`config.mk`:
```
export PLATFORM = sky130hd
export DESIGN_NAME = pulse_window_arbiter
export DESIGN_NICKNAME = d
export VERILOG_FILES = /design/src/rtl/pulse_arb_pkg.sv /design/src/rtl/pulse_window_gen.sv /design/src/rtl/pulse_window_arbiter.sv
export SDC_FILE = /design/constraint.sdc
export NUM_CORES = 1
export LEC_CHECK = 0
export CAP_MARGIN = 20
export CORE_MARGIN = 4
export CORE_UTILIZATION = 54
export CTS_CLUSTER_DIAMETER = 50
export DETAILED_ROUTE_END_ITERATION = 8
export PLACE_DENSITY = 0.78
export SKIP_LAST_GASP = 1
export SLEW_MARGIN = 0
export SYNTH_ARGS = -nofsm -noshare
export SYNTH_HDL_FRONTEND = slang
export SYNTH_SLANG_ARGS = --single-unit
```
`constraint.sdc`:
```
create_clock -name clk -period 3.8 [get_ports clk]
set_input_delay 0.76 -clock clk [delete_from_list [all_inputs] [get_ports clk]]
set_output_delay 0.76 -clock clk [all_outputs]
set_load 0.1 [all_outputs]
```
`src/rtl/pulse_arb_pkg.sv`:
```
// pulse_arb_pkg
//   Shared types and helpers for the pulse window arbiter.
//   - pa_state_t : window sequencer states. GUARD exists only when
//                  PULSE_ARB_GUARD_EN is defined.
//   - PA_MAX_N   : widest requester vector rr_pick accepts.
//   - rr_pick    : round-robin one-hot winner search.
package pulse_arb_pkg;

  localparam int unsigned PA_MAX_N = 32;

`ifdef PULSE_ARB_GUARD_EN
  typedef enum logic [1:0] {
    IDLE   = 2'd0,
    ACTIVE = 2'd1,
    GUARD  = 2'd2
  } pa_state_t;
`else
  typedef enum logic {
    IDLE   = 1'b0,
    ACTIVE = 1'b1
  } pa_state_t;
`endif

  // Returns a one-hot vector with the first set bit of req found by searching
  // upward from ptr and wrapping modulo n. Returns all zero when req has no
  // bit set below n. ptr must be less than n.
  function automatic logic [PA_MAX_N-1:0] rr_pick(
    input logic [PA_MAX_N-1:0] req,
    input int unsigned         ptr,
    input int unsigned         n
  );
    logic [PA_MAX_N-1:0] one_hot;
    int unsigned         idx;
    logic                found;
    one_hot = '0;
    found   = 1'b0;
    idx     = 0;
    for (int unsigned i = 0; i < PA_MAX_N; i++) begin
      if (i < n) begin
        idx = ptr + i;
        if (idx >= n) idx = idx - n;
        if (!found && req[idx]) begin
          one_hot[idx] = 1'b1;
          found        = 1'b1;
        end
      end
    end
    return one_hot;
  endfunction

endpackage

```
`src/rtl/pulse_window_gen.sv`:
```
// pulse_window_gen
//   Moore counter FSM that sequences one fixed-length high window per start.
//   Optional feature macro: PULSE_ARB_GUARD_EN adds a one-cycle GUARD state
//   after each window.
// Ports:
//   clk   in  rising-edge clock
//   rst   in  synchronous active-high reset
//   start in  begin a window (honoured only while idle)
//   y     out high for HIGH_CYCLES cycles per window (registered)
//   done  out high in the last high cycle of a window (registered)
//   busy  out equal to y
//   ready out high while idle and able to accept start (registered)
module pulse_window_gen
  import pulse_arb_pkg::*;
#(
  parameter int unsigned HIGH_CYCLES = 3
) (
  input  logic clk,
  input  logic rst,
  input  logic start,
  output logic y,
  output logic done,
  output logic busy,
  output logic ready
);

  localparam int unsigned     CW       = $clog2(HIGH_CYCLES + 1);
  localparam logic [CW-1:0]   CNT_LOAD = CW'(HIGH_CYCLES - 1);

  pa_state_t     state, state_nxt;
  logic [CW-1:0] cnt, cnt_nxt;

  always_ff @(posedge clk) begin
    if (rst) begin
      state <= IDLE;
      cnt   <= '0;
      y     <= 1'b0;
      done  <= 1'b0;
      ready <= 1'b1;
    end else begin
      state <= state_nxt;
      cnt   <= cnt_nxt;
      // Outputs are flops loaded from the next-state decode so they line up
      // with the state they describe.
      y     <= (state_nxt == ACTIVE);
      done  <= (state_nxt == ACTIVE) && (cnt_nxt == '0);
      ready <= (state_nxt == IDLE);
    end
  end

  always_comb begin
    state_nxt = state;
    cnt_nxt   = cnt;
    case (state)
      IDLE: begin
        if (start) begin
          state_nxt = ACTIVE;
          cnt_nxt   = CNT_LOAD;
        end
      end
      ACTIVE: begin
        if (cnt != '0) begin
          cnt_nxt = cnt - CW'(1);
        end else begin
`ifdef PULSE_ARB_GUARD_EN
          state_nxt = GUARD;
`else
          state_nxt = IDLE;
`endif
        end
      end
`ifdef PULSE_ARB_GUARD_EN
      GUARD: begin
        state_nxt = IDLE;
      end
`endif
      default: begin
        state_nxt = IDLE;
      end
    endcase
  end

  assign busy = y;

endmodule

```
`src/rtl/pulse_window_arbiter.sv`:
```
// pulse_window_arbiter
//   Round-robin arbiter sharing one timed pulse output among N requesters.
//   Each grant drives y high for HIGH_CYCLES cycles followed by a low gap.
//   Optional feature macro: PULSE_ARB_GUARD_EN (one extra low guard cycle
//   between windows).
// Ports:
//   clk  in  rising-edge clock
//   rst  in  synchronous active-high reset
//   req  in  [N] level request per requester (sampled only while idle)
//   gnt  out [N] one-hot window owner, zero outside a window
//   y    out shared pulse output
//   done out high in the last high cycle of a window
//   busy out high while a window is active (equal to y)
module pulse_window_arbiter
  import pulse_arb_pkg::*;
#(
  parameter int unsigned N           = 4,
  parameter int unsigned HIGH_CYCLES = 3
) (
  input  logic         clk,
  input  logic         rst,
  input  logic [N-1:0] req,
  output logic [N-1:0] gnt,
  output logic         y,
  output logic         done,
  output logic         busy
);

  localparam int unsigned PW = (N > 1) ? $clog2(N) : 1;

  logic [PW-1:0]       ptr, ptr_nxt, win_idx;
  logic [PA_MAX_N-1:0] pick_w;
  logic [N-1:0]        pick;
  logic                any_pick;
  logic                ready;
  logic                start;

  always_comb begin
    pick_w   = rr_pick(PA_MAX_N'(req), 32'(ptr), N);
    pick     = pick_w[N-1:0];
    any_pick = |pick_w;
    win_idx  = '0;
    for (int unsigned i = 0; i < N; i++) begin
      if (pick_w[i]) win_idx = PW'(i);
    end
    ptr_nxt = (win_idx == PW'(N - 1)) ? '0 : win_idx + PW'(1);
  end

  // Reset outranks a coincident request, so no window starts on a reset edge.
  assign start = ready && any_pick && !rst;

  always_ff @(posedge clk) begin
    if (rst) begin
      gnt <= '0;
      ptr <= '0;
    end else if (start) begin
      gnt <= pick;
      ptr <= ptr_nxt;
    end else if (done) begin
      // done marks the final high cycle; the owner clears with y.
      gnt <= '0;
    end
  end

  pulse_window_gen #(
    .HIGH_CYCLES(HIGH_CYCLES)
  ) u_gen (
    .clk  (clk),
    .rst  (rst),
    .start(start),
    .y    (y),
    .done (done),
    .busy (busy),
    .ready(ready)
  );

endmodule

```
Yosys cells after proc, flatten, opt, wreduce, memory -nomap -nowiden
Cells that the tools add are included.

cells by class
  mux-type cells = 39
  add/sub/neg operators = 9
  magnitude comparators = 12
  reductions and logical operators = 18
  equality and inequality tests = 1
  bitwise logic cells = 5

operators with widths
  operator               number
  $mux W32               8
  $ge A32 B1 Y1 const B  4
  $lt A32 B6 Y1 const B  4
  $or A32 B32 Y32        3
  $reduce_or A32 Y1      1
  $bmux W1 S5            4
  $demux W1 S5           4
  $mux W1                14
  $sub A3 B3 Y4 const B  3
  $logic_and A1 B1 Y1    10
  $mux W2                5
  $ge A3 B3 Y1 const B   3
  $mux W4                2
  $add A2 B2 Y3 const B  2
  $logic_not A1 Y1       4
  $pmux W2 S2            1
  $reduce_bool A2 Y1     2
  $sub A2 B3 Y4 const B  1
  $add A2 B1 Y3 const B  1
  $ge A2 B3 Y1 const B   1
  $add A2 B1 Y2 const B  1
  $eq A2 B2 Y1 const B   1
  $logic_not A2 Y1       1
  $not A1 Y1             2
  other kinds (2)        2

storage, ports and cells
  logic and storage cells = 90
  flip-flop bits (word level) = 11
  output and inout port bits = 7

Longest topological paths before layout
Gate-level depths: netlist of run 1.

  word-level depth = 21
  mapped depth = 10
  gate-level depth less buffers = 9

Modules after synthesis
Synthesis of run 1 repeated with hierarchy kept, for this count alone.

second synthesis, totals
  cell total of the unflattened synthesis = 94
  area total of the unflattened synthesis = 893.4 sq um

by module, submodules not included
  module                sequential area each (sq um)  area each (sq um)  cells each  instances
  pulse_window_arbiter  120.1                         709.4              77          1
  pulse_window_gen      100.1                         183.9              17          1

Worst setup path before layout of run 1
OpenSTA, ideal clock, no wires.

  path type = flip-flop to flip-flop
  start point = reg ptr[0]
  end point = reg u_gen.state
  arrival time = 2.703 ns
  data required time = 3.692 ns
  cell stages (with the launch flop) = 11
  path slack = 0.989 ns
  setup time = 0.108 ns
  period minus slack after synthesis = 2.811 ns
  cells stage by stage = dfxtp_1 > buf_6 > inv_1 > ha_1 > mux2_2 > and3_1 > a2111oi_4 > o22ai_2 > nor4_4 > o32a_2 > inv_2

between the ends
  longest elaborated chain between the ends = 19
  elaborated cells on any way between the ends = 64

RTL lines
  item                                                                    RTL line                    text
  from (decl)                                                             pulse_window_arbiter.sv:31  logic [PW-1:0] ptr, ptr_nxt, win_idx;
  from (signal assigned)                                                  pulse_window_arbiter.sv:58  ptr <= ptr_nxt;
  parallel branches: the longest is 13 deep, another holds $ge A32 B1 Y1  n/a
  $mux W32 (*)                                                            pulse_arb_pkg.sv:42         if (!found && req[idx]) begin
  $reduce_or A32 Y1 (*)                                                   pulse_window_arbiter.sv:41  any_pick = |pick_w;
  $logic_and A1 B1 Y1 (*) (2 in a row)                                    pulse_window_arbiter.sv:50  assign start = ready && any_pick && !rst;
  $mux W1 (*)                                                             pulse_window_gen.sv:56      if (start) begin
  $pmux W1 S2 (*)                                                         pulse_window_gen.sv:54      case (state)
  to (signal assigned)                                                    pulse_window_gen.sv:41      state <= state_nxt;
  to (decl)                                                               pulse_window_gen.sv:30      pa_state_t state, state_nxt;

Mark *: on every way between the ends. The select of a mux whose other input is x is not followed.
A chain may end at the register's enable or synchronous reset.

Worst setup path after layout of run 1
  start point = in req[3]
  end point = reg u_gen.state

between the ends
  longest elaborated chain between the ends = 17
  elaborated cells on any way between the ends = 29

RTL lines
  item                                  RTL line                    text
  from (decl)                           pulse_window_arbiter.sv:22  input logic [N-1:0] req,
  $bmux W1 S5                           pulse_arb_pkg.sv:42
  $mux W1 (implied by the code)         pulse_arb_pkg.sv:42
  $mux W1                               pulse_arb_pkg.sv:42
  $logic_not A1 Y1                      pulse_arb_pkg.sv:42
  $logic_and A1 B1 Y1                   pulse_arb_pkg.sv:42
  $mux W1                               pulse_arb_pkg.sv:42
  $logic_not A1 Y1                      pulse_arb_pkg.sv:42
  $logic_and A1 B1 Y1                   pulse_arb_pkg.sv:42
  $mux W1                               pulse_arb_pkg.sv:42
  $logic_not A1 Y1                      pulse_arb_pkg.sv:42
  $logic_and A1 B1 Y1                   pulse_arb_pkg.sv:42
  $mux W32 (*)                          pulse_arb_pkg.sv:42
  $reduce_or A32 Y1 (*)                 pulse_window_arbiter.sv:41
  $logic_and A1 B1 Y1 (*) (2 in a row)  pulse_window_arbiter.sv:50
  $mux W1 (*)                           pulse_window_gen.sv:56
  $pmux W1 S2 (*)                       pulse_window_gen.sv:54

Mark *: on every way between the ends. The rest lies on a longest branch, timed or not. The select of a mux whose other input is x is not followed.

==> summary.md, run 1 <==
| Metric | Value |
|---|---|
| HPWL Detailed | `1670 µm` |
| Relative slew slack | `35.4%` |
| Vias in the first global route | `894` |
| Hold Violations, Final | `0` |
| Site row count | `15` |
| Cells after Synth | `between 100 and 150` |
| Achievable frequency | `around 350 MHz` |
| Ports | `13` |
| Avg Inst Size Synth | `9.46 µm²` |
| Startpoint Class | `primary input` |
| Hold Path Class | `reg2reg` |
| Commonest non-fill, non-tap cell in the layout | `clkdlybuf4s50_1` |
| CTS H-Tree Depth | `1` |
| Longest Clk Path Bufs | `2` |
| Port bufs | `12` |
| Die span in y | `51.3 µm` |
| Sequential-to-total area share from yosys stat | `21.8%` |
| Initial DRC Count | `21` |
| Largest net degree at the start of global routing | `15` |
| CP delay by family, top | `compound AO/OA/AOI/OAI gates` |
| CTS Buf Count | `3` |
| Clock skew | `0.00572 ns` |
| CTS tree | `built` |
| CP Capture Type | `flip-flop` |
| Post-CTS Setup Bufs | `0` |
| CTS Sinks | `11` |
| TNS Setup | `0 ns` |
| Nets | `137` |
| DRT antenna net count | `0` |
| DR pass1 iterations | `4` |
| CP Max Fanout | `6` |
| Netlist Area Pre-Place | `between 0.001 and 0.0015 mm²` |
| RSZ-0062 raised after global routing | `false` |
| # DRC | `0` |
| Cts hold-fix bufs | `0` |
| Setup-failing EPs final | `0` |
| Die area | `0.00263 mm²` |
| Initial antenna violation count | `0` |
| Status | `finished, final reports clean` |
| CP required | `3.98 ns` |
| CP Cell Sequence | `clkdlybuf4s50_1 -> mux2i_1 -> o22ai_1 -> a2111oi_4 -> o22ai_2 -> nor4_4 -> o32a_2 -> inv_2` |
| Vias per inst | `6.16` |
| Final Cycle Share | `75.3%` |
| Most frequent cells in the layout | `clkdlybuf4s50_1, nor2_1, dfxtp_1` |
| CP peak stage delay | `0.46 ns` |
| Vias | `905` |
| Clock slew at reported path FFs | `0.07 ns` |
| Syn_nets | `121` |
| Routed WL per cell | `14.7 µm` |
| Max Cap Viol | `0` |
| Layout cells sized above 1 | `18.0%` |
| Resized cells post-CTS | `0` |
| Post-route minimum period | `2.86 ns` |
| Area grow syn2layout | `16.8%` |
| Synth cell types | `39` |
| Routed wire length | `2160 µm` |
| ANT cells | `0` |
| Crit Path Category | `in2reg` |
| First-pass GRT wire length | `3910 µm` |
| Skew-Pair Late Insertion Delay | `0.27 ns` |
| GRT Residual Overflow | `0` |
| Total core area | `0.00175 mm²` |
| Slew Limit Fails | `0` |
| #FFs+latches synth | `11` |
| CTS root buf | `clkbuf_4` |
| GPL Wtd Cong | `around 0.88` |
| Slowest CP cell | `clkdlybuf4s50_1` |
| Total GRT Usage | `19.6%` |
| Die W | `51.3 µm` |
| Slew of the pin with the lowest slew margin | `approximately 0.97 ns` |
| Starting Density | `58.0%` |
| Warnings from Yosys | `0` |
| Critical path data arrival time | `3.04 ns` |
| Buf/Inv on CP | `2` |
-- registers in the layout, summed over array words and instances, names as in the netlist --
name,count
ptr,2
u_gen.state,1
u_gen.ready,1
u_gen.done,1
u_gen.cnt,2
gnt,4
-- Yosys cell counts --
cell type / instances / share of area [%]
dfxtp_1: 11 / 22
nor2_1: 11 / 4.1
and3_1: 8 / 4.9
ha_1: 8 / 9.9
nand2b_1: 7 / 4.3
o21ai_1: 6 / 3.0
nand2_1: 5 / 1.9
a32o_1: 4 / 4.0
inv_1: 3 / 1.1
nor2b_1: 3 / 1.9
nor3b_1: 3 / 2.2
o22ai_1: 3 / 1.9
a2111oi_2: 2 / 3.0
a21oi_1: 2 / 0.99
mux2_2: 2 / 2.2
mux2i_1: 2 / 2.0
mux2i_4: 2 / 4.4
o21ai_0: 2 / 0.99
o2bb2ai_2: 2 / 3.0
or2_1: 2 / 1.2
a2111oi_4: 1 / 2.7
a22oi_1: 1 / 0.74
a2bb2oi_1: 1 / 0.87
a31oi_1: 1 / 0.62
a31oi_4: 1 / 2.1
buf_2: 1 / 0.49
buf_4: 1 / 0.74
buf_6: 1 / 1.1
inv_2: 1 / 0.37
mux2_4: 1 / 1.5
mux4_2: 1 / 2.2
nand3_1: 1 / 0.49
nor3_1: 1 / 0.49
nor4_4: 1 / 2.1
o211ai_1: 1 / 0.74
o22ai_2: 1 / 1.2
o2bb2ai_1: 1 / 0.87
o32a_2: 1 / 1.1
o32ai_1: 1 / 0.87
-- routing by layer --
layer  up-vias  share of wire [%]  global-route usage [%]
met1       429                 46                    24.6
met2        30                 45                    29.8
li1        439                  -                       -
met3         7                6.2                    7.00
met4         0                2.4                    8.73
met5         -                  0                       0
-- stage by stage --
step	area (µm²)	util, %	worst slack, ns	std cells	hold slack (ns)
after floorplan	1010	-	0.989	107	0.442
after global placement	1150	66.2	0.725	143	0.464
after detailed placement	1150	66.2	0.645	143	0.466
after CTS	1180	67.7	0.935	147	0.481
after global routing	1180	67.7	0.726	147	0.514
final	1180	67.7	0.940	147	0.486
-- kinds of logic after synthesis --
group | after synthesis | synth area share (%)
compound gates | 31 | 28.6
fa+ha+maj | 8 | 9.89
flops | 11 | 21.8
simple gates | 42 | 23.6
buf+inv | 7 | 3.83
mux | 8 | 12.4
-- final timing paths --
check | start | to | slack (ns) | cells after the start
max | req[3] | u_gen.state$_SDFF_PP0_ | 0.94 | 8
min | u_gen.cnt[1]$_SDFF_PP0_ | u_gen.done$_SDFF_PP0_ | 0.49 | 1
max reg2reg | ptr[0]$_SDFFE_PP0P_ | gnt[0]$_SDFFE_PP0P_ | 0.97 | 9
min reg2reg | u_gen.cnt[1]$_SDFF_PP0_ | u_gen.done$_SDFF_PP0_ | 0.49 | 1
-- final cells by class --
class / count / area, µm²
Clock buffer: 3 / 22.5
Clock inverter: 1 / 5.00
Fill cell: 150 / 563
Inverter: 4 / 15.0
Multi-Input combinational cell: 89 / 753
Sequential cell: 11 / 220
Tap cell: 25 / 31.3
Timing Repair Buffer: 14 / 135
Power of run 1 is not shown: default switching activity piles up to over one toggle a cycle in this logic, so the estimate is an artifact.
==> inputs of run 2 (changes only) <==
--- a/config.mk
+++ b/config.mk
@@ -7,10 +7,10 @@
 export LEC_CHECK = 0
 export CAP_MARGIN = 20
 export CORE_MARGIN = 4
-export CORE_UTILIZATION = 54
+export CORE_UTILIZATION = 49
 export CTS_CLUSTER_DIAMETER = 50
 export DETAILED_ROUTE_END_ITERATION = 8
-export PLACE_DENSITY = 0.78
+export PLACE_DENSITY = 0.75
 export SKIP_LAST_GASP = 1
 export SLEW_MARGIN = 0
 export SYNTH_ARGS = -nofsm -noshare
==> constraint.sdc (replaced) <==
create_clock -name clk -period 2.6 [get_ports clk]
set_input_delay 0.52 -clock clk [delete_from_list [all_inputs] [get_ports clk]]
set_output_delay 0.52 -clock clk [all_outputs]
set_load 0.1 [all_outputs]
==> run 2 against run 1 <==
Cell count grew 9.5%. Clock skew is essentially flat. Die area grew 8.6%. Core utilization up 0.56 points. Cell area increased by 13%. Highest routed layer unchanged.
==> summary.md, run 2 (same netlist as run 1, synthesis figures left out) <==
| Metric | Value |
|---|---|
| Post-route minimum period | `2.52 ns` |
| # DRC | `0` |
| Achievable frequency | `between 300 and 400 MHz` |
| CTS Sinks | `11` |
| Relative slew slack | `71.8%` |
| Longest Clk Path Bufs | `2` |
| Die W | `53.5 µm` |
| Non-Filler Instances | `161` |
| Area grow syn2layout | `32.4%` |
| Vias in the first global route | `948` |
| Placed Cells | `157` |
| Max Cap Viol | `0` |
| Routed wire length | `2350 µm` |
| Cts hold-fix bufs | `0` |
| Critical hold path startpoint | `gnt[3]$_SDFFE_PP0P_` |
| Most frequent cells in the layout | `buf_4, nor2_1, dfxtp_1` |
| Initial antenna violation count | `0` |
| Nets | `149` |
| Die area | `0.00286 mm²` |
| Startpoint Class | `flip-flop` |
| HPWL Detailed | `1870 µm` |
| Vias | `900` |
| Top flop regs | `gnt: 4 flops, ptr: 2 flops, u_gen.cnt: 2 flops` |
| Final Cycle Share | `96.9%` |
| Slew Limit Fails | `0` |
| Worst flop-to-flop path startpoint | `ptr[0]$_SDFFE_PP0P_` |
| Starting Density | `51.6%` |
| TNS Setup | `0 ns` |
| Critical path data arrival time | `2.67 ns` |
| Slew of the pin with the lowest slew margin | `between 0.4 and 0.5 ns` |
| CTS Buf Count | `3` |
| Clock skew | `0.00534 ns` |
| Crit path from | `ptr[0]$_SDFFE_PP0P_` |
| Total core area | `0.00196 mm²` |
| DRT antenna net count | `0` |
| Routed WL per cell | `14.6 µm` |
| CP required | `2.76 ns` |
| CP Max Fanout | `5` |
| First-pass GRT wire length | `4330 µm` |
| Status | `finished, final reports clean` |
| Crit Path Category | `reg2reg` |
| CP Capture Type | `flip-flop` |
| ANT cells | `0` |
| Hold Path End | `gnt[3]$_SDFFE_PP0P_` |
| Reg2reg end | `ptr[1]$_SDFFE_PP0P_` |
| GPL Wtd Cong | `0.882` |
| CTS tree | `built` |
| Setup-failing EPs final | `0` |
| Port bufs | `12` |
| Largest reg by FF count | `gnt` |
| RSZ-0062 raised after global routing | `true` |
| Clock slew at reported path FFs | `0.07 ns` |
| Vias per inst | `5.59` |
| Largest register FFs | `4` |
| GRT Residual Overflow | `0` |
| Hold Violations, Final | `0` |
| Post-CTS Setup Bufs | `0` |
| Hold Path Class | `reg2reg` |
| Layout cells sized above 1 | `around 34%` |
| Site row count | `16` |
| Skew-Pair Late Insertion Delay | `0.27 ns` |
| Ports | `13` |
| Die span in y | `53.5 µm` |
| Flop2flop setup slack | `0.08 ns` |
| Post-route core utilization | `68.3%` |
| Total GRT Usage | `about a fifth` |
| Resized cells post-CTS | `0` |
| Commonest non-fill, non-tap cell in the layout | `buf_4` |
| CTS root buf | `clkbuf_4` |
| CTS H-Tree Depth | `1` |
| DR pass1 iterations | `4` |
| Largest net degree at the start of global routing | `15` |
| WHS Path Cells | `1` |
| Initial DRC Count | `24` |
| R2R cell count | `9` |
| Hold_ws | `0.498 ns` |
==> run 2: changes by cell type in the layout (fill, tap and decap cells not counted), moves of 2 or more <==
cell and delta:
buf_4 +19, clkdlybuf4s50_1 -7, a2111oi_2 -2, a2111oi_4 +2, and3_1 -2, and3_4 +2, o2bb2ai_2 -2, o2bb2ai_4 +2
==> run 2: worst max path at each step <==
stage / to / slack [ns] / cells after the start
2_1_floorplan: u_gen.state$_SDFF_PP0_ / -0.04 / 10
3_3_place_gp: ptr[1]$_SDFFE_PP0P_ / -0.09 / 8
3_5_place_dp: ptr[1]$_SDFFE_PP0P_ / -0.13 / 8
4_1_cts: ptr[1]$_SDFFE_PP0P_ / 0.09 / 9
5_1_grt: ptr[1]$_SDFFE_PP0P_ / -0.003 / 9
6_report: ptr[1]$_SDFFE_PP0P_ / 0.08 / 9
==> run 2: worst max-delay path, cell delays in order (launching register included) <==
cell and delay, ns:
dfxtp_4 0.37, clkinvlp_4 0.10, ha_4 0.30, mux2_4 0.33, and3_1 0.22, a2111oi_4 0.38, o2bb2ai_4 0.12, or2_1 0.26
a22oi_1 0.24, nor2_1 0.07
==> run 2: layout make-up <==
| cell class | count | area (µm²) |
|---|---|---|
| multi-input cells | 89 | 830 |
| fillers | 172 | 622 |
| flip-flops and latches | 11 | 224 |
| repair buffers | 26 | 208 |
| well taps | 27 | 33.8 |
| clock buffers | 4 | 26.3 |
| inverters | 4 | 18.8 |
==> run 2: stage by stage <==
stage | worst slack (ns) | cell area, µm²
2_1_floorplan | -0.0446 | 1100
3_3_place_gp | -0.0858 | 1310
3_5_place_dp | -0.134 | 1310
4_1_cts | 0.0929 | 1340
5_1_grt | -0.00298 | 1340
6_report | 0.0810 | 1340
==> run 2: per-layer routing <==
layer	GRT usage, %	vias up	routed length [µm]
li1	-	460	-
met1	26.9	419	1120
met2	34.3	19	1140
met3	4.23	2	87
met4	3.83	0	5
met5	0	-	0
Power of run 2 is left out for the same reason.
==> inputs of run 3 (changes only) <==
--- a/config.mk
+++ b/config.mk
@@ -5,8 +5,8 @@
 export SDC_FILE = /design/constraint.sdc
 export NUM_CORES = 1
 export LEC_CHECK = 0
-export CAP_MARGIN = 20
-export CORE_MARGIN = 4
+export CAP_MARGIN = 40
+export CORE_MARGIN = 5
 export CORE_UTILIZATION = 49
 export CTS_CLUSTER_DIAMETER = 50
 export DETAILED_ROUTE_END_ITERATION = 8
==> run 3 against run 2 <==
First-iteration DRC count grew 13%. Hold slack gained 0.0022 ns. Setup slack lost 0.023 ns. Maximum frequency shrank 0.92%.
==> summary.md, run 3 (same netlist as run 1, synthesis figures left out) <==
| Metric | Value |
|---|---|
| Status | `finished, final reports clean` |
| Multi-input logic area | `837 µm²` |
| RSZ-0062 raised after global routing | `true` |
| CTS root buf | `clkbuf_4` |
| Top flop regs | `gnt: 4 flops, ptr: 2 flops, u_gen.cnt: 2 flops` |
| Startpoint Class | `flip-flop` |
| DRT antenna net count | `0` |
| GRT Residual Overflow | `0` |
| First-pass GRT wire length | `4250 µm` |
| Layout cells sized above 1 | `34.6%` |
| Longest Clk Path Bufs | `2` |
| Critical path data arrival time | `2.71 ns` |
| GPL Wtd Cong | `0.836` |
| Register Area | `224 µm²` |
| Hold Violations, Final | `0` |
| Largest net degree at the start of global routing | `15` |
| Die area | `0.00307 mm²` |
| Initial antenna violation count | `0` |
| Slew Limit Fails | `0` |
| # DRC | `0` |
| Critical hold path startpoint | `gnt[3]$_SDFFE_PP0P_` |
| Final Cycle Share | `a little over nine tenths` |
| Largest reg by FF count | `gnt` |
| Vias per inst | `5.83` |
| CP Max Fanout | `5` |
| Port bufs | `12` |
| Setup-failing EPs final | `0` |
| Post-CTS Setup Bufs | `0` |
| TNS Setup | `0 ns` |
| Largest register FFs | `4` |
| Routed WL per cell | `16.0 µm` |
| Total core area | `0.00196 mm²` |
| Skew-Pair Late Insertion Delay | `0.26 ns` |
| Cts hold-fix bufs | `0` |
| Relative slew slack | `70.8%` |
| Vias in the first global route | `909` |
| Post-route setup slack | `slightly below 0.06 ns` |
| Most frequent cells in the layout | `buf_4, nor2_1, dfxtp_1` |
| CTS Sinks | `11` |
| Achievable frequency | `~390 MHz` |
| Clock skew | `0.000229 ns` |
| Vias | `933` |
| Starting Density | `51.6%` |
| WHS Path Cells | `1` |
| HPWL Detailed | `1990 µm` |
| Hold Path Class | `reg2reg` |
| Worst slack, placed | `-0.127 ns` |
| Reg2reg end | `u_gen.state$_SDFF_PP0_` |
| ANT cells | `0` |
| Area grow syn2layout | `32.6%` |
| Site row count | `16` |
| Placed Area | `between 0.001 and 0.0015 mm²` |
| Fill count | `165` |
| Die span in y | `around 55 µm` |
| Ports | `13` |
| Commonest non-fill, non-tap cell in the layout | `buf_4` |
| Nets | `around 150` |
| Die W | `55.5 µm` |
| Clock slew at reported path FFs | `0.07 ns` |
| Slew of the pin with the lowest slew margin | `0.436 ns` |
| CP required | `2.77 ns` |
| Crit Path Category | `reg2reg` |
| DR pass1 iterations | `4` |
| R2R cell count | `9` |
| Routed wire length | `2570 µm` |
| CP Capture Type | `flip-flop` |
| Post-route minimum period | `2.54 ns` |
| CTS Buf Count | `3` |
| Initial DRC Count | `27` |
| Max Cap Viol | `0` |
| Worst flop-to-flop path startpoint | `ptr[0]$_SDFFE_PP0P_` |
| Total GRT Usage | `17.4%` |
| CTS H-Tree Depth | `1` |
| CTS tree | `built` |
| Post-route design area | `0.00134 mm²` |
| Flop2flop setup slack | `0.06 ns` |
| Hold Path End | `gnt[3]$_SDFFE_PP0P_` |
-- run 3: cell types whose count changed in the layout (fill, tap and decap cells not counted), sizes merged --
cell / delta
buf: -1
clkdlybuf4s50: -1
dlymetal6s2s: +1
-- run 3: worst max path at each step --
stage	depth (start not counted)	startpoint	slack, ns	endpoint
4_1_cts	9	ptr[0]$_SDFFE_PP0P_	0.10	u_gen.cnt[0]$_SDFF_PP0_
3_3_place_gp	8	req[0]	-0.1	ptr[1]$_SDFFE_PP0P_
2_1_floorplan	10	ptr[0]$_SDFFE_PP0P_	-0.04	u_gen.state$_SDFF_PP0_
5_1_grt	10	req[3]	-0.03	u_gen.state$_SDFF_PP0_
6_report	9	ptr[0]$_SDFFE_PP0P_	0.06	u_gen.state$_SDFF_PP0_
3_5_place_dp	8	req[1]	-0.13	u_gen.state$_SDFF_PP0_
-- run 3: what timing repair did --
item | 4_1_cts | 5_1_grt
endpoints found under the setup margin | 0 | 2
endpoints found under the hold margin | 0 | 0
resized for setup | 0 | 3
-- run 3: routing by layer --
metal | vias up | routed length [µm] | GRT usage [%] | share of wire [%]
met5 | - | 0 | 0 | 0
met4 | 0 | 38 | 5.90 | 1.5
met3 | 6 | 98 | 4.20 | 3.8
met2 | 20 | 1290 | 29.9 | 50
met1 | 449 | 1140 | 21.1 | 44
li1 | 458 | - | - | -
-- run 3: cell type report --
cell class	instances	share of cell area [%]
flip-flops and latches	11	16.7
repair buffers	25	15.1
clock buffers	4	1.96
multi-input cells	89	62.3
well taps	27	2.52
inverters	4	1.40
-- run 3: stage by stage --
stage               hold WS (ns)  util, %  instances
global route               0.515     68.4        160
detailed placement         0.487     66.6        156
CTS                        0.495     67.9        160
global placement           0.471     66.6        156
floorplan                  0.442        -        107
finish                     0.500     68.4        160
-- run 3: worst max-delay path: stages (launching register included) --
cell and delay (ns):
dfxtp_4 0.37, clkinvlp_4 0.10, ha_4 0.31, mux2_4 0.34
and3_1 0.21, a2111oi_4 0.32, o22ai_2 0.18, nor4_4 0.36
o32a_2 0.22, inv_2 0.03
Power of run 3 is left out for the same reason.
==> RTL edit, RTL diff (config.mk and constraints of run 2) <==
Reset style: asynchronous (`rst`), changed in 2 clocked blocks. Comments in the files are not updated.
--- a/src/rtl/pulse_window_gen.sv
+++ b/src/rtl/pulse_window_gen.sv
@@ -32,3 +32,3 @@
 
-  always_ff @(posedge clk) begin
+  always_ff @(posedge clk or posedge rst) begin
     if (rst) begin
--- a/src/rtl/pulse_window_arbiter.sv
+++ b/src/rtl/pulse_window_arbiter.sv
@@ -51,3 +51,3 @@
 
-  always_ff @(posedge clk) begin
+  always_ff @(posedge clk or posedge rst) begin
     if (rst) begin
Behaviour: differs if rst is asserted again (counterexample within 4 cycles, from zero or initial values and one cycle with rst high); with rst held inactive, the same outputs for 10 cycles.
==> RTL edit against run 2 <==
Worst setup slack got worse by 66 ps; synthesized area fell by 9.3%; die area is 7.9% lower; wire length shrank 0.81%; final area is 5.7% lower; sequential cell count did not move; critical path type unchanged; critical endpoint is now gnt[0].
Power is not shown: default switching activity piles up to over one toggle a cycle in this logic, so the estimate is an artifact.
==> RTL edit: results (changes against run 2) <==
The flow ran to the end, and the final reports show no timing, DRC or antenna violations. The run gives 0.833 (was 0.882) as the routability congestion estimate from global placement. The share of synthesized cell area in full adder, half adder and majority cells was 10.9% (was 9.89%); the sequential element share of the synthesized area was 30.1% (was 21.8%).

Dominant cells by area after synthesis: dfrtp_1 27%, ha_1 11%, mux2i_1 6.5% (was dfxtp_1 22%, ha_1 9.9%, and3_1 4.9%). The ratio of cells with drive above 1 in the final layout was 37.8% (was 33.6%). The tools report the setup slack of the most critical reg-to-reg path as 10 ps (was 80 ps). For the net count of the finished layout, the log shows 142 (was 149). The pin count of the biggest net entering global routing came out at 12 (was 15). The cell count of the worst reg-to-reg path was 8 (was 9); the global-route met3 utilization was 5.54% (was 4.23%). Post-synthesis compound-gate area fraction: 25.7% (was 28.6%). The detailed-route wire length per cell came out at 15.3 microns (was 14.6 microns). The tools report the capture point of the worst path as gnt[0] (was ptr[1]). The DRC violation total after the first TritonRoute iteration is 33 (was 24), and the fraction of synthesis flops using an asynchronous set or reset pin is 100% (was 0%).

The tools report the worst hold path endpoint as gnt[2] (was gnt[3]). The most congested layer reported by global routing was met2 (unchanged). Met2 wirelength from detailed routing: 1190 microns (was 1140 microns). The number of distinct library cells after synthesis came out at 36 (was 39). The tools report the total routing resource utilization after global routing as 19.7% (was 20.5%). The transition at the pin with the smallest max-transition slack came out at 542 ps (was 421 ps). The maximum fanout count along the critical path is 8 (was 5), and the global routing usage on met2 is 32.8% (was 34.3%). For the arrival time of data at the critical path endpoint, the log shows 2780 ps (was 2670 ps). The via density per instance is 5.85 (was 5.59), and the wire length on met3 is 114 microns (was 87 microns). The final hold slack is 527 ps (was 498 ps), and the total nets after synthesis is 108 (was 121). Worst setup path startpoint: ptr[0] (unchanged).

Most used standard cells in the synthesized netlist: 10 x dfrtp_1, 10 x inv_1, 8 x a21oi_1, 8 x ha_1, 6 x mux2i_1 (was 11 x dfxtp_1, 11 x nor2_1, 8 x and3_1, 8 x ha_1, 7 x nand2b_1). The number of buffers added for setup after CTS was 0 (unchanged); the worst clock skew was 1.08 ps (was 5.34 ps). For the fraction of met1 tracks used by global routing, the log shows 24.7% (was 26.9%). For the global-route wire length before repair, the log shows 3920 microns (was 4330 microns). The via count of the first global-routing pass is 889 (was 948).

The flip-flop cell with the highest count after synthesis was dfrtp_1 (was dfxtp_1). The origin of the worst min-delay path is gnt[2] (was gnt[3]). The post-synthesis mux area share was 13.9% (was 12.4%); the half-perimeter wire length after placement was 1710 microns (was 1870 microns). The run gives 1010 microns (was 1120 microns) as the sum of routed wire segments on met1. The highest routing layer actually used is met4 (unchanged). For the final-layout fill cell count, the log shows 125 (was 172).
==> RTL edit: layout make-up <==
class	count	share of cell area [%]
timing repair buffer	34	22.0
sequential	11	21.9
multi-input combinational	68	48.3
tap	25	2.48
inverter	10	3.27
clock buffer	4	2.08
==> RTL edit: metrics by stage <==
| stage | setup TNS (ps) | instances | setup slack (ps) | util [%] | instance area [sq um] |
|---|---|---|---|---|---|
| 6_report | 0 | 152 | 14.9 | 72.4 | 1260 |
| 5_1_grt | -471 | 152 | -106 | 72.4 | 1260 |
| 4_1_cts | 0 | 147 | 25.8 | 68.6 | 1200 |
| 3_5_place_dp | -2200 | 143 | -272 | 67.1 | 1170 |
| 3_3_place_gp | -1590 | 143 | -187 | 67.1 | 1170 |
| 2_1_floorplan | -612 | 94 | -88.0 | - | 957 |
==> RTL edit: worst max-delay path, stage by stage (launching register included) <==
cell	delay, ps
dfrtp_1	400
clkinvlp_4	130
ha_4	310
mux4_2	380
a21oi_2	160
a32oi_2	120
a211o_1	340
o31ai_4	430
mux2i_1	240
